--- src/rtl/countdown_clk_min_if.sv ---
// countdown_clk_min_if
// Groups the control, data and status signals of one countdown time-field
// stage so a whole stage can be wired as a single port.
//   master : drives the ticks, zero chain, start/stop/sub/load controls and
//            preset value; observes count, borrow, zero, run and done.
//   slave  : the countdown stage itself.
interface countdown_clk_min_if #(
    parameter int DW = 6
);
    logic          i_ena;
    logic          i_zero_lo;
    logic          i_start;
    logic          i_stop;
    logic          i_sub;
    logic          i_load;
    logic [DW-1:0] i_load_val;
    logic [DW-1:0] o_count;
    logic          o_brw;
    logic          o_zero;
    logic          o_run;
    logic          o_done;

    modport master (
        output i_ena, i_zero_lo, i_start, i_stop, i_sub, i_load, i_load_val,
        input  o_count, o_brw, o_zero, o_run, o_done
    );

    modport slave (
        input  i_ena, i_zero_lo, i_start, i_stop, i_sub, i_load, i_load_val,
        output o_count, o_brw, o_zero, o_run, o_done
    );
endinterface

--- src/rtl/countdown_clk_min.sv ---
// countdown_clk_min
// One down-counting, cascadable time-field stage (minutes/hours style).
// Holds a value in 0..LIMIT-1, decrements on enable ticks while running,
// wraps from 0 to LIMIT-1, passes a borrow to the next-higher stage and
// reports when it and every lower stage are zero.
// Ports:
//   clk  : system clock
//   rst  : asynchronous, active-high reset
//   bus  : countdown_clk_min_if slave modport
//          i_ena      decrement tick (prescaler or lower-stage borrow)
//          i_zero_lo  all lower stages are zero (tie 1 on lowest stage)
//          i_start    start countdown pulse
//          i_stop     stop/abort countdown pulse
//          i_sub      manual decrement pulse (set-up)
//          i_load     load preset pulse, with i_load_val
//          o_count    current field value
//          o_brw      borrow to next-higher stage (combinational)
//          o_zero     this and all lower stages are zero (combinational)
//          o_run      countdown running
//          o_done     countdown finished (level)
module countdown_clk_min #(
    parameter int LIMIT = 24,
    parameter int DW    = 6
) (
    input  logic                clk,
    input  logic                rst,
    countdown_clk_min_if.slave  bus
);

    typedef enum logic [1:0] {
        IDLE = 2'd0,
        RUN  = 2'd1,
        DONE = 2'd2
    } state_t;

    // Largest legal field value, formed at full integer width before sizing
    // so it is correct even when LIMIT == 2**DW.
    localparam logic [DW-1:0] MAX_VAL = DW'(LIMIT - 1);

    state_t        state;
    logic [DW-1:0] r_count;
    logic [DW-1:0] load_clamped;
    logic [DW-1:0] count_dec;
    logic          count_is_zero;
    logic          chain_zero;

    // Comparing against MAX_VAL rather than LIMIT keeps the compare at DW
    // bits without LIMIT overflowing the field width.
    assign load_clamped  = (bus.i_load_val > MAX_VAL) ? MAX_VAL : bus.i_load_val;
    assign count_is_zero = (r_count == '0);
    assign count_dec     = count_is_zero ? MAX_VAL : (r_count - DW'(1));
    assign chain_zero    = count_is_zero & bus.i_zero_lo;

    assign bus.o_count = r_count;
    assign bus.o_zero  = chain_zero;
    // Borrow only while running and only when lower stages still hold time,
    // so the higher stage decrements exactly when this one wraps.
    assign bus.o_brw   = (state == RUN) & bus.i_ena & count_is_zero & ~bus.i_zero_lo;
    assign bus.o_run   = (state == RUN);
    assign bus.o_done  = (state == DONE);

    always_ff @(posedge clk or posedge rst) begin
        if (rst) begin
            state   <= IDLE;
            r_count <= '0;
        end else begin
            case (state)
                IDLE: begin
                    if (bus.i_load) begin
                        r_count <= load_clamped;
                    end else if (bus.i_start) begin
                        // Starting an already-expired chain would finish
                        // instantly, so it is simply ignored.
                        if (!chain_zero) begin
                            state <= RUN;
                        end
                    end else if (bus.i_sub) begin
                        r_count <= count_dec;
                    end
                end
                RUN: begin
                    if (bus.i_stop) begin
                        state <= IDLE;
                    end else if (chain_zero) begin
                        // A tick arriving together with the zero detect is
                        // dropped, otherwise the chain would wrap past zero.
                        state <= DONE;
                    end else if (bus.i_ena) begin
                        r_count <= count_dec;
                    end
                end
                DONE: begin
                    if (bus.i_load) begin
                        r_count <= load_clamped;
                        state   <= IDLE;
                    end else if (bus.i_stop) begin
                        state <= IDLE;
                    end
                end
                default: begin
                    state <= IDLE;
                end
            endcase
        end
    end

endmodule

--- src/flat_wrapper.sv ---
// flat-port wrapper written by rule: the top's interface ports become plain ports
module countdown_clk_min_flat 
#(
    parameter int LIMIT = 24,
    parameter int DW    = 6
)
  (clk, rst, bus_i_ena, bus_i_zero_lo, bus_i_start, bus_i_stop, bus_i_sub, bus_i_load, bus_i_load_val, bus_o_count, bus_o_brw, bus_o_zero, bus_o_run, bus_o_done);
  countdown_clk_min_if #(.DW(DW)) bus_i ();
  input  logic clk;
  input  logic rst;
  input wire logic [$bits(bus_i.i_ena)-1:0] bus_i_ena;
  input wire logic [$bits(bus_i.i_zero_lo)-1:0] bus_i_zero_lo;
  input wire logic [$bits(bus_i.i_start)-1:0] bus_i_start;
  input wire logic [$bits(bus_i.i_stop)-1:0] bus_i_stop;
  input wire logic [$bits(bus_i.i_sub)-1:0] bus_i_sub;
  input wire logic [$bits(bus_i.i_load)-1:0] bus_i_load;
  input wire logic [$bits(bus_i.i_load_val)-1:0] bus_i_load_val;
  output wire logic [$bits(bus_i.o_count)-1:0] bus_o_count;
  output wire logic [$bits(bus_i.o_brw)-1:0] bus_o_brw;
  output wire logic [$bits(bus_i.o_zero)-1:0] bus_o_zero;
  output wire logic [$bits(bus_i.o_run)-1:0] bus_o_run;
  output wire logic [$bits(bus_i.o_done)-1:0] bus_o_done;
  assign bus_i.i_ena = bus_i_ena;
  assign bus_i.i_zero_lo = bus_i_zero_lo;
  assign bus_i.i_start = bus_i_start;
  assign bus_i.i_stop = bus_i_stop;
  assign bus_i.i_sub = bus_i_sub;
  assign bus_i.i_load = bus_i_load;
  assign bus_i.i_load_val = bus_i_load_val;
  assign bus_o_count = bus_i.o_count;
  assign bus_o_brw = bus_i.o_brw;
  assign bus_o_zero = bus_i.o_zero;
  assign bus_o_run = bus_i.o_run;
  assign bus_o_done = bus_i.o_done;
  countdown_clk_min #(.LIMIT(LIMIT), .DW(DW)) u_core (.clk(clk), .rst(rst), .bus(bus_i));
endmodule
--- config.mk ---
export PLATFORM = sky130hd
export DESIGN_NAME = countdown_clk_min_flat
export DESIGN_NICKNAME = d
export VERILOG_FILES = /design/src/rtl/countdown_clk_min_if.sv /design/src/rtl/countdown_clk_min.sv /design/src/flat_wrapper.sv
export SDC_FILE = /design/constraint.sdc
export NUM_CORES = 1
export LEC_CHECK = 0
export BUFFER_PORTS_ARGS = -buffer_cell sky130_fd_sc_hd__buf_4
export CAP_MARGIN = 40
export CORE_MARGIN = 4
export CORE_UTILIZATION = 45
export DETAILED_ROUTE_END_ITERATION = 10
export MAX_ROUTING_LAYER = met4
export PLACE_DENSITY_LB_ADDON = 0.3
export SKIP_CTS_REPAIR_TIMING = 1
export SLEW_MARGIN = 20
export SYNTH_ARGS = -nofsm -noshare
export SYNTH_HDL_FRONTEND = slang
export SYNTH_SLANG_ARGS = --single-unit
--- constraint.sdc ---
create_clock -name clk -period 6.2 [get_ports clk]
set_input_delay 0.93 -clock clk [delete_from_list [all_inputs] [get_ports clk]]
set_output_delay 0.93 -clock clk [all_outputs]
set_load 0.05 [all_outputs]
==> flow_metrics.env, run 1 <==
export IMPL_crit_path_max_fanout=7
export IMPL_clock_sinks=8
export IMPL_vias_per_cell=5.83
export IMPL_final_cell_mix="buf_4, inv_1, dfrtp_1"
export IMPL_start_util_pct=49.5
export IMPL_fin_skew_ps=13.2
export IMPL_run_status="finished, final reports clean"
export IMPL_yosys_area_top_type="dfrtp_1"
export IMPL_cap_violations=0
export IMPL_cts_tree="done"
export IMPL_worstHoldStart="u_core.bus.o_count[1]"
export IMPL_cts_made_buffers=3
export IMPL_port_buffers=23
export IMPL_swShare_pct=53.8
export IMPL_ir_worst_vdd_v=0.000341
export IMPL_hold_violations=0
export IMPL_drt_iter0_markers=10
export IMPL_rr_worst_depth=6
export IMPL_rsz0062_at_grt="false"
export IMPL_syn2layout_area_growth_pct=31.1
export IMPL_cp_required_ps=5270
export IMPL_n_antenna_cell=0
export IMPL_relSlewSlack_pct=57.2
export IMPL_hold_path_class="register to register"
export IMPL_cp_startpoint="u_core.bus.o_count[0]"
export IMPL_synth_cell_type_count=34
export IMPL_rows=13
export IMPL_leakage_uw=0.000427
export IMPL_place_ws_ps=3590
export IMPL_cts_clk_slew_worst_paths_ps=70
export IMPL_p_switching_uw=246
export IMPL_r2r_end="u_core.bus.o_count[1]"
export IMPL_whs_endpoint="u_core.bus.o_count[1]"
export IMPL_min_delay_path_depth=1
export IMPL_synth_area_leaders="dfrtp_1, ha_1, inv_1, a21oi_1, o22ai_1"
export IMPL_synth_edf_count=0
export IMPL_p_int_uw=211
export IMPL_nNetsFinal=128
export IMPL_cts_root_buf="clkbuf_4"
export IMPL_comb_power_share_pct=68.7
export IMPL_cpMaxStageDelayCell="dfrtp_1"
export IMPL_synthFlopType="dfrtp_1"
export IMPL_coreArea_sq_mm=0.00137
export IMPL_crit_path_max_incr_delay_ps=410
export IMPL_cts_max_path_buffers=2
export IMPL_synth_cells=82
export IMPL_dieArea_sq_mm=0.00219
export IMPL_layout_commonest_cell="buf_4"
export IMPL_yosysSeqAreaShare_pct=29.6
export IMPL_synth_cell_area_sq_um=677
export IMPL_avgSynthCellArea_sq_um=8.25
export IMPL_slew_violations=0
export IMPL_ioPinCount=24
export IMPL_cp_start_kind="register"
export IMPL_drc=0
export IMPL_min_period_ps=2960
export IMPL_crit_type="register to output pin"
export IMPL_grt_max_degree=9
export IMPL_gp_congestion=0.886
export IMPL_tns_ps=0
export IMPL_track_usage_pct=18.7
export IMPL_tightest_slew_ps=636
export IMPL_finish_utilization_pct=64.9
export IMPL_routed_wl_mm=1.79
export IMPL_fin_crit_sh_pct=47.7
export IMPL_arrival_ps=2030
export IMPL_setup_violations=0
export IMPL_end_kind="output pin"
export IMPL_wl_per_cell_um=14.6
export IMPL_grt_pass1_wl_mm=2.73
export IMPL_grt_pass1_vias=671
export IMPL_synth_async_reset_ratio_pct=100
export IMPL_antenna_found_initial=0
export IMPL_drtPass1Iterations=4
export IMPL_max_freq_ghz=0.338
export IMPL_vias=711
export IMPL_fin_ws_ps=3240
export IMPL_overflow=0
export IMPL_layout_drive_gt1_share_pct=29.0
export IMPL_netlist_area_leader_share_pct=29.6
export IMPL_p_per_area_mw_per_mm2=516
export IMPL_antenna_left=0
export IMPL_synth_nets=101
export IMPL_synth_seq_cells=8
export IMPL_r2r_start="u_core.bus.o_count[0]"
export IMPL_dp_hpwl_mm=1.45
export IMPL_p_seq_share_pct=21.9
export IMPL_clockPowerShare_pct=9.4
export IMPL_insertion_delay_ps=270
export IMPL_crit_chain="inv_1 -> ha_1 -> nor2b_1 -> nand2_1 -> nor3_1 -> buf_4"
export IMPL_h_tree_depth=1
export IMPL_yosys_warnings=0
export IMPL_die_x_um=46.8
export IMPL_rrSetupSlack_ps=3880
export IMPL_dieHeight_um=46.8
[cell usage after synthesis (all sizes together) (2+ instances only)]
library cell	instances
nand3	2
a21oi	5
o22ai	4
o21a	3
a211oi	3
nor3	2
dfrtp	8
nor2	5
a21o	2
mux2	2
nand2	3
or3	2
or2	2
inv	12
nor2b	3
o21ai	3
ha	5
nor3b	2
[sequential cells by signal, indices dropped and copies added (netlist names)]
signal and count:
u_core.bus.o_count 6, u_core.state 2
[cell type report]
cell class	instances	area [sq um]
fillers	137	479
clock buffers	3	22.5
flip-flops and latches	8	200
multi-input cells	61	428
inverters	12	45.0
repair buffers	23	173
well taps	15	18.8
[cell families (layout without fill, tap and decap cells)]
group | after synthesis | in the layout | synth area share, %
flip-flops | 8 | 8 | 29.6
AND/OR/NAND/NOR | 26 | 26 | 22.0
buffers and inverters | 13 | 38 | 7.21
multiplexers | 2 | 2 | 3.33
adder cells (fa/ha/maj) | 5 | 5 | 9.24
AO/OA/AOI/OAI | 28 | 28 | 28.6
[power groups by stage]
stage	Combinational (uW)	Clock, uW	Sequential [uW]
3_3_place_gp	306	0	99.9
2_1_floorplan	171	0	160
3_5_place_dp	313	0	100
5_1_grt	336	47.8	105
4_1_cts	314	43.8	99.3
6_report	314	42.9	100
[through the flow]
| stage | total power [uW] | cell area (sq um) | hold slack (ps) | std cells |
|---|---|---|---|---|
| global route | 489 | 887 | 609 | 122 |
| CTS | 457 | 887 | 569 | 122 |
| detailed placement | 413 | 865 | 554 | 119 |
| finish | 458 | 887 | 565 | 122 |
| floorplan | 331 | 677 | 563 | 82 |
| global placement | 406 | 865 | 549 | 119 |
[worst max-delay path, delay by kind of cell (launching register included)]
kind / cells / cell delay (ps)
DFF: 1 / 410
adders and majority gates: 1 / 180
buffers and inverters: 2 / 330
and+or+nand+nor: 3 / 840
[worst max path at each step]
stage,end,slack [ps],cells after the start
floorplan,bus_o_brw,2850,5
global placement,bus_o_brw,3630,6
detailed placement,bus_o_brw,3590,6
CTS,bus_o_brw,3290,6
global route,bus_o_brw,3140,6
finish,bus_o_brw,3240,6
[metal layers]
metal | GRT usage, % | share of wire (%) | routed length [um]
met1 | 20.3 | 43 | 776
met2 | 30.9 | 49 | 874
met3 | 4.60 | 6.3 | 112
met4 | 10.5 | 1.2 | 21
met5 | - | 0 | 0
(Power assumes the default switching activity.)
==> run 2: changes to the inputs <==
--- a/config.mk
+++ b/config.mk
@@ -5,10 +5,11 @@
 export SDC_FILE = /design/constraint.sdc
 export NUM_CORES = 1
 export LEC_CHECK = 0
+export ABC_AREA = 1
 export BUFFER_PORTS_ARGS = -buffer_cell sky130_fd_sc_hd__buf_4
 export CAP_MARGIN = 40
 export CORE_MARGIN = 4
-export CORE_UTILIZATION = 45
+export CORE_UTILIZATION = 44
 export DETAILED_ROUTE_END_ITERATION = 10
 export MAX_ROUTING_LAYER = met4
 export PLACE_DENSITY_LB_ADDON = 0.3
==> constraint.sdc (replaced) <==
create_clock -name clk -period 2.5 [get_ports clk]
set_input_delay 0.375 -clock clk [delete_from_list [all_inputs] [get_ports clk]]
set_output_delay 0.375 -clock clk [all_outputs]
set_load 0.05 [all_outputs]
==> flow_metrics.env, run 2 <==
export IMPL_run_status="finished, final reports clean"
export IMPL_overflow=0
export IMPL_cp_start_kind="register"
export IMPL_antenna_found_initial=0
export IMPL_ioPinCount=24
export IMPL_yosysSeqAreaShare_pct=27.8
export IMPL_end_kind="output pin"
export IMPL_yosys_top_cells_count="nand2_1, inv_1, nand3_1"
export IMPL_crit_path_max_incr_delay_ps=410
export IMPL_setup_violations=0
export IMPL_layout_drive_gt1_share_pct=25.7
export IMPL_drc=0
export IMPL_cts_clk_slew_worst_paths_ps=50
export IMPL_wl_per_cell_um=10.9
export IMPL_cts_max_path_buffers=2
export IMPL_vias_per_cell=4.98
export IMPL_rr_worst_depth=7
export IMPL_relSlewSlack_pct=76.7
export IMPL_start_util_pct=47.2
export IMPL_layout_commonest_cell="nand2_1"
export IMPL_avgSynthCellArea_sq_um=6.54
export IMPL_arrival_ps=1660
export IMPL_dp_hpwl_mm=1.45
export IMPL_dpl_cell_count=149
export IMPL_crit_family="flip-flops"
export IMPL_crit_chain="inv_1 -> ha_1 -> nand3_1 -> nor4_4 -> buf_4"
export IMPL_track_usage_pct=15.4
export IMPL_dieHeight_um=48.4
export IMPL_synth_async_reset_ratio_pct=100
export IMPL_cts_root_buf="clkbuf_4"
export IMPL_r2r_start="u_core.state[0]"
export IMPL_drtPass1Iterations=4
export IMPL_die_x_um=48.4
export IMPL_h_tree_depth=1
export IMPL_min_period_ps=2040
export IMPL_drt_iter0_markers=16
export IMPL_n_antenna_cell=0
export IMPL_fin_skew_ps=1.62
export IMPL_hold_ws_ps=74.8
export IMPL_nFillCells=141
export IMPL_hold_violations=0
export IMPL_gp_congestion=0.812
export IMPL_p_per_area_mw_per_mm2=1470
export IMPL_rrSetupSlack_ps=880
export IMPL_synth_seq_cells=8
export IMPL_rsz0062_at_grt="false"
export IMPL_synthFlopType="dfrtp_1"
export IMPL_yosys_area_top_type="dfrtp_1"
export IMPL_dieArea_sq_mm=0.00235
export IMPL_synth_area_leaders="dfrtp_1, nand2_1, inv_1, ha_1, nand3_1"
export IMPL_port_buffers=23
export IMPL_multi_input_area_sq_um=470
export IMPL_use_met1_pct=19.7
export IMPL_fin_crit_sh_pct=81.6
export IMPL_insertion_delay_ps=240
export IMPL_syn2layout_area_growth_pct=32.0
export IMPL_cts_tree="done"
export IMPL_netlist_area_leader_share_pct=27.8
export IMPL_slew_violations=0
export IMPL_r2r_end="u_core.bus.o_count[2]"
export IMPL_grt_pass1_vias=716
export IMPL_use_met2_pct=24.6
export IMPL_final_instance_count_excl_fill=152
export IMPL_cp_required_ps=2120
export IMPL_cap_violations=0
export IMPL_timing_critical_path_buf_inv=2
export IMPL_synth_nets=129
export IMPL_nNetsFinal=157
export IMPL_synth_cells=110
export IMPL_grt_busiest_layer="met2"
export IMPL_vias=757
export IMPL_max_freq_ghz=0.490
export IMPL_coreArea_sq_mm=0.00152
export IMPL_tightest_slew_ps=349
export IMPL_rows=14
export IMPL_path_depth=5
export IMPL_synth_cell_type_count=20
export IMPL_crit_type="register to output pin"
export IMPL_largest_reg_flops=6
export IMPL_yosys_warnings=0
export IMPL_synth_most_common_cell="nand2_1"
export IMPL_hold_path_class="primary input to async pin"
export IMPL_grt_max_degree=9
export IMPL_cpMaxStageDelayCell="dfrtp_1"
export IMPL_leakage_uw=0.000546
export IMPL_antenna_left=0
export IMPL_crit_path_max_fanout=5
export IMPL_routed_wl_mm=1.66
export IMPL_ir_worst_vdd_v=0.000667
export IMPL_final_cell_mix="nand2_1, buf_4, inv_1"
export IMPL_cts_made_buffers=3
export IMPL_synth_cell_area_sq_um=719
export IMPL_clock_sinks=8
export IMPL_grt_pass1_wl_mm=2.97
export IMPL_grtUsageMet3_pct=3.07
export IMPL_seq_area_sq_um=200
export IMPL_tns_ps=0
export IMPL_synth_edf_count=0
[run 2: worst max path at each step]
stage	from	end	slack [ps]
finish	u_core.bus.o_count[0]	bus_o_brw	460
global route	u_core.bus.o_count[0]	bus_o_brw	280
CTS	u_core.bus.o_count[0]	bus_o_brw	440
detailed placement	u_core.bus.o_count[0]	bus_o_brw	710
global placement	u_core.bus.o_count[0]	bus_o_brw	770
floorplan	u_core.state[1]	bus_o_brw	240
[run 2: stage by stage]
step / util (%) / cell area [sq um] / setup slack [ps] / total power (uW)
CTS: 62.3 / 950 / 440 / 1410
global route: 62.3 / 950 / 283 / 1540
finish: 62.3 / 950 / 461 / 1400
floorplan: - / 734 / 242 / 1060
global placement: 60.8 / 927 / 773 / 1290
detailed placement: 60.8 / 927 / 708 / 1310
[run 2: per-layer routing]
layer	up-vias	share of wire (%)
li1	401	-
met5	-	0
met4	0	0
met3	0	5.9
met2	20	48
met1	336	46
[run 2: kinds of logic after synthesis]
kind of cell | count (synthesis) | synth area share, %
AO/OA/AOI/OAI | 11 | 8.69
XOR/XNOR | 1 | 1.22
flip-flops | 8 | 27.8
buffers and inverters | 17 | 8.87
AND/OR/NAND/NOR | 68 | 44.7
adder cells (fa/ha/maj) | 5 | 8.70
[run 2: worst reg2reg max path, stage by stage, from the launching register on]
cell and delay, ps:
dfrtp_1 390, inv_1 80, ha_1 350, o21ai_1 290, inv_1 90, o21ai_0 170
nand3_1 100, nand2_1 80
[run 2: area by class of cell]
type	instances	share of cell area, %
clock buffer	3	2.37
inverter	17	6.72
multi-input combinational	85	49.5
sequential	8	21.1
tap	16	2.11
timing repair buffer	23	18.2
[run 2: power by group]
part / total [uW] / switching, uW / leakage [uW] / internal [uW]
sequential: 270 / 76.7 / 0.000101 / 193
clock: 89.2 / 34.9 / 0.0000138 / 54.3
combinational: 1040 / 696 / 0.000431 / 342
total: 1400 / 807 / 0.000546 / 590
==> run 3: changes to the inputs <==
==> constraint.sdc (replaced) <==
create_clock -name clk -period 1.7 [get_ports clk]
set_input_delay 0.255 -clock clk [delete_from_list [all_inputs] [get_ports clk]]
set_output_delay 0.255 -clock clk [all_outputs]
set_load 0.05 [all_outputs]
==> flow_metrics.env, run 3 (synthesis results as in run 2) <==
export IMPL_run_status="finished, final reports clean"
export IMPL_wl_per_cell_um=12.0
export IMPL_dpl_cell_count=150
export IMPL_routed_wl_mm=1.86
export IMPL_rr_worst_depth=8
export IMPL_insertion_delay_ps=250
export IMPL_tightest_slew_ps=350
export IMPL_rsz0062_at_grt="true"
export IMPL_crit_path_max_fanout=4
export IMPL_largest_reg_flops=6
export IMPL_final_instance_count_excl_fill=155
export IMPL_rows=14
export IMPL_antenna_left=0
export IMPL_rrSetupSlack_ps=120
export IMPL_n_antenna_cell=0
export IMPL_antenna_found_initial=0
export IMPL_min_period_ps=1670
export IMPL_cp_startpoint="u_core.state[1]"
export IMPL_dp_hpwl_mm=1.52
export IMPL_leakage_uw=0.000551
export IMPL_clock_sinks=8
export IMPL_relSlewSlack_pct=76.6
export IMPL_ioPinCount=24
export IMPL_dieHeight_um=48.4
export IMPL_overflow=0
export IMPL_cts_clk_slew_worst_paths_ps=50
export IMPL_fin_skew_ps=6.71
export IMPL_p_per_area_mw_per_mm2=2190
export IMPL_r2r_end="u_core.bus.o_count[4]"
export IMPL_cp_start_kind="register"
export IMPL_grt_pass1_wl_mm=2.97
export IMPL_track_usage_pct=16.0
export IMPL_layout_drive_gt1_share_pct=36.7
export IMPL_hold_violations=0
export IMPL_drt_iter0_markers=13
export IMPL_finish_utilization_pct=69.1
export IMPL_drc=0
export IMPL_critical_path_endpoint="bus_o_brw"
export IMPL_grt_pass1_vias=672
export IMPL_crit_chain="inv_2 -> ha_4 -> inv_2 -> nor4_4 -> buf_6"
export IMPL_grt_max_degree=9
export IMPL_syn2layout_area_growth_pct=46.4
export IMPL_fin_crit_sh_pct=98.3
export IMPL_hold_ws_ps=351
export IMPL_arrival_ps=1420
export IMPL_vias_per_cell=4.97
export IMPL_hold_path_class="primary input to register"
export IMPL_start_util_pct=47.2
export IMPL_cap_violations=0
export IMPL_cts_root_buf="clkbuf_4"
export IMPL_slew_violations=0
export IMPL_final_cell_mix="nand2_1, buf_4, inv_1"
export IMPL_crit_type="register to output pin"
export IMPL_die_x_um=48.4
export IMPL_layout_commonest_cell="nand2_1"
export IMPL_cp_required_ps=1440
export IMPL_end_kind="output pin"
export IMPL_ir_worst_vdd_v=0.00111
export IMPL_max_freq_ghz=0.598
export IMPL_h_tree_depth=1
export IMPL_cts_max_path_buffers=2
export IMPL_coreArea_sq_mm=0.00152
export IMPL_drtPass1Iterations=4
export IMPL_crit_path_frequent_cell="inv_2"
export IMPL_setup_violations=0
export IMPL_nNetsFinal=159
export IMPL_crit_path_max_incr_delay_ps=410
export IMPL_r2r_start="u_core.state[1]"
export IMPL_cpMaxStageDelayCell="dfrtp_1"
export IMPL_vias=771
export IMPL_cts_made_buffers=3
export IMPL_dieArea_sq_mm=0.00235
export IMPL_gp_congestion=0.834
export IMPL_port_buffers=23
export IMPL_cts_tree="done"
==> run 3: how the worst min path moves through the flow <==
stage | startpoint | end | slack, ps | cells past startpoint
2_1_floorplan | rst | u_core.state[0] | 70 | 1
4_1_cts | rst | u_core.bus.o_count[2] | -60 | 2
5_1_grt | bus_i_stop | u_core.state[1] | 350 | 4
3_3_place_gp | rst | u_core.state[0] | 210 | 2
3_5_place_dp | rst | u_core.state[1] | 220 | 2
6_report | bus_i_stop | u_core.state[1] | 350 | 4
==> run 3: per-stage QoR <==
| step | area [sq um] | total power [uW] | worst slack, ps | setup TNS, ps |
|---|---|---|---|---|
| after floorplan | 777 | 1670 | -14.2 | -14.2 |
| after global placement | 977 | 2030 | 152 | 0 |
| after detailed placement | 977 | 2060 | 114 | 0 |
| after CTS | 1000 | 2220 | -20.9 | -20.9 |
| after global routing | 1050 | 2510 | -43.7 | -61.4 |
| final | 1050 | 2310 | 28.5 | 0 |
==> run 3: area by class of cell <==
cell class              count  area (sq um)
multi-input cells          85           536
fillers                   135           470
flip-flops and latches      8           208
repair buffers             25           198
inverters                  17          66.3
clock buffers               4          26.3
well taps                  16          20.0
==> run 3: critical path, delay by kind of cell (launching register included) <==
family	cells	cell delay (ps)
fa+ha+maj	1	170
buf+inv	3	340
flops	1	410
simple gates	1	250
==> run 3: layer usage <==
layer | track usage (%) | share of wire [%] | wire length (um)
met1 | 20.6 | 45 | 834
met2 | 24.1 | 50 | 933
met3 | 3.37 | 4.5 | 83
met4 | 6.91 | 0.22 | 4
met5 | - | 0 | 0
==> run 3: report_power, final <==
part	switching (uW)	internal (uW)
Combinational	1120	608
Sequential	132	296
Clock	59.8	89.5
Total	1310	993
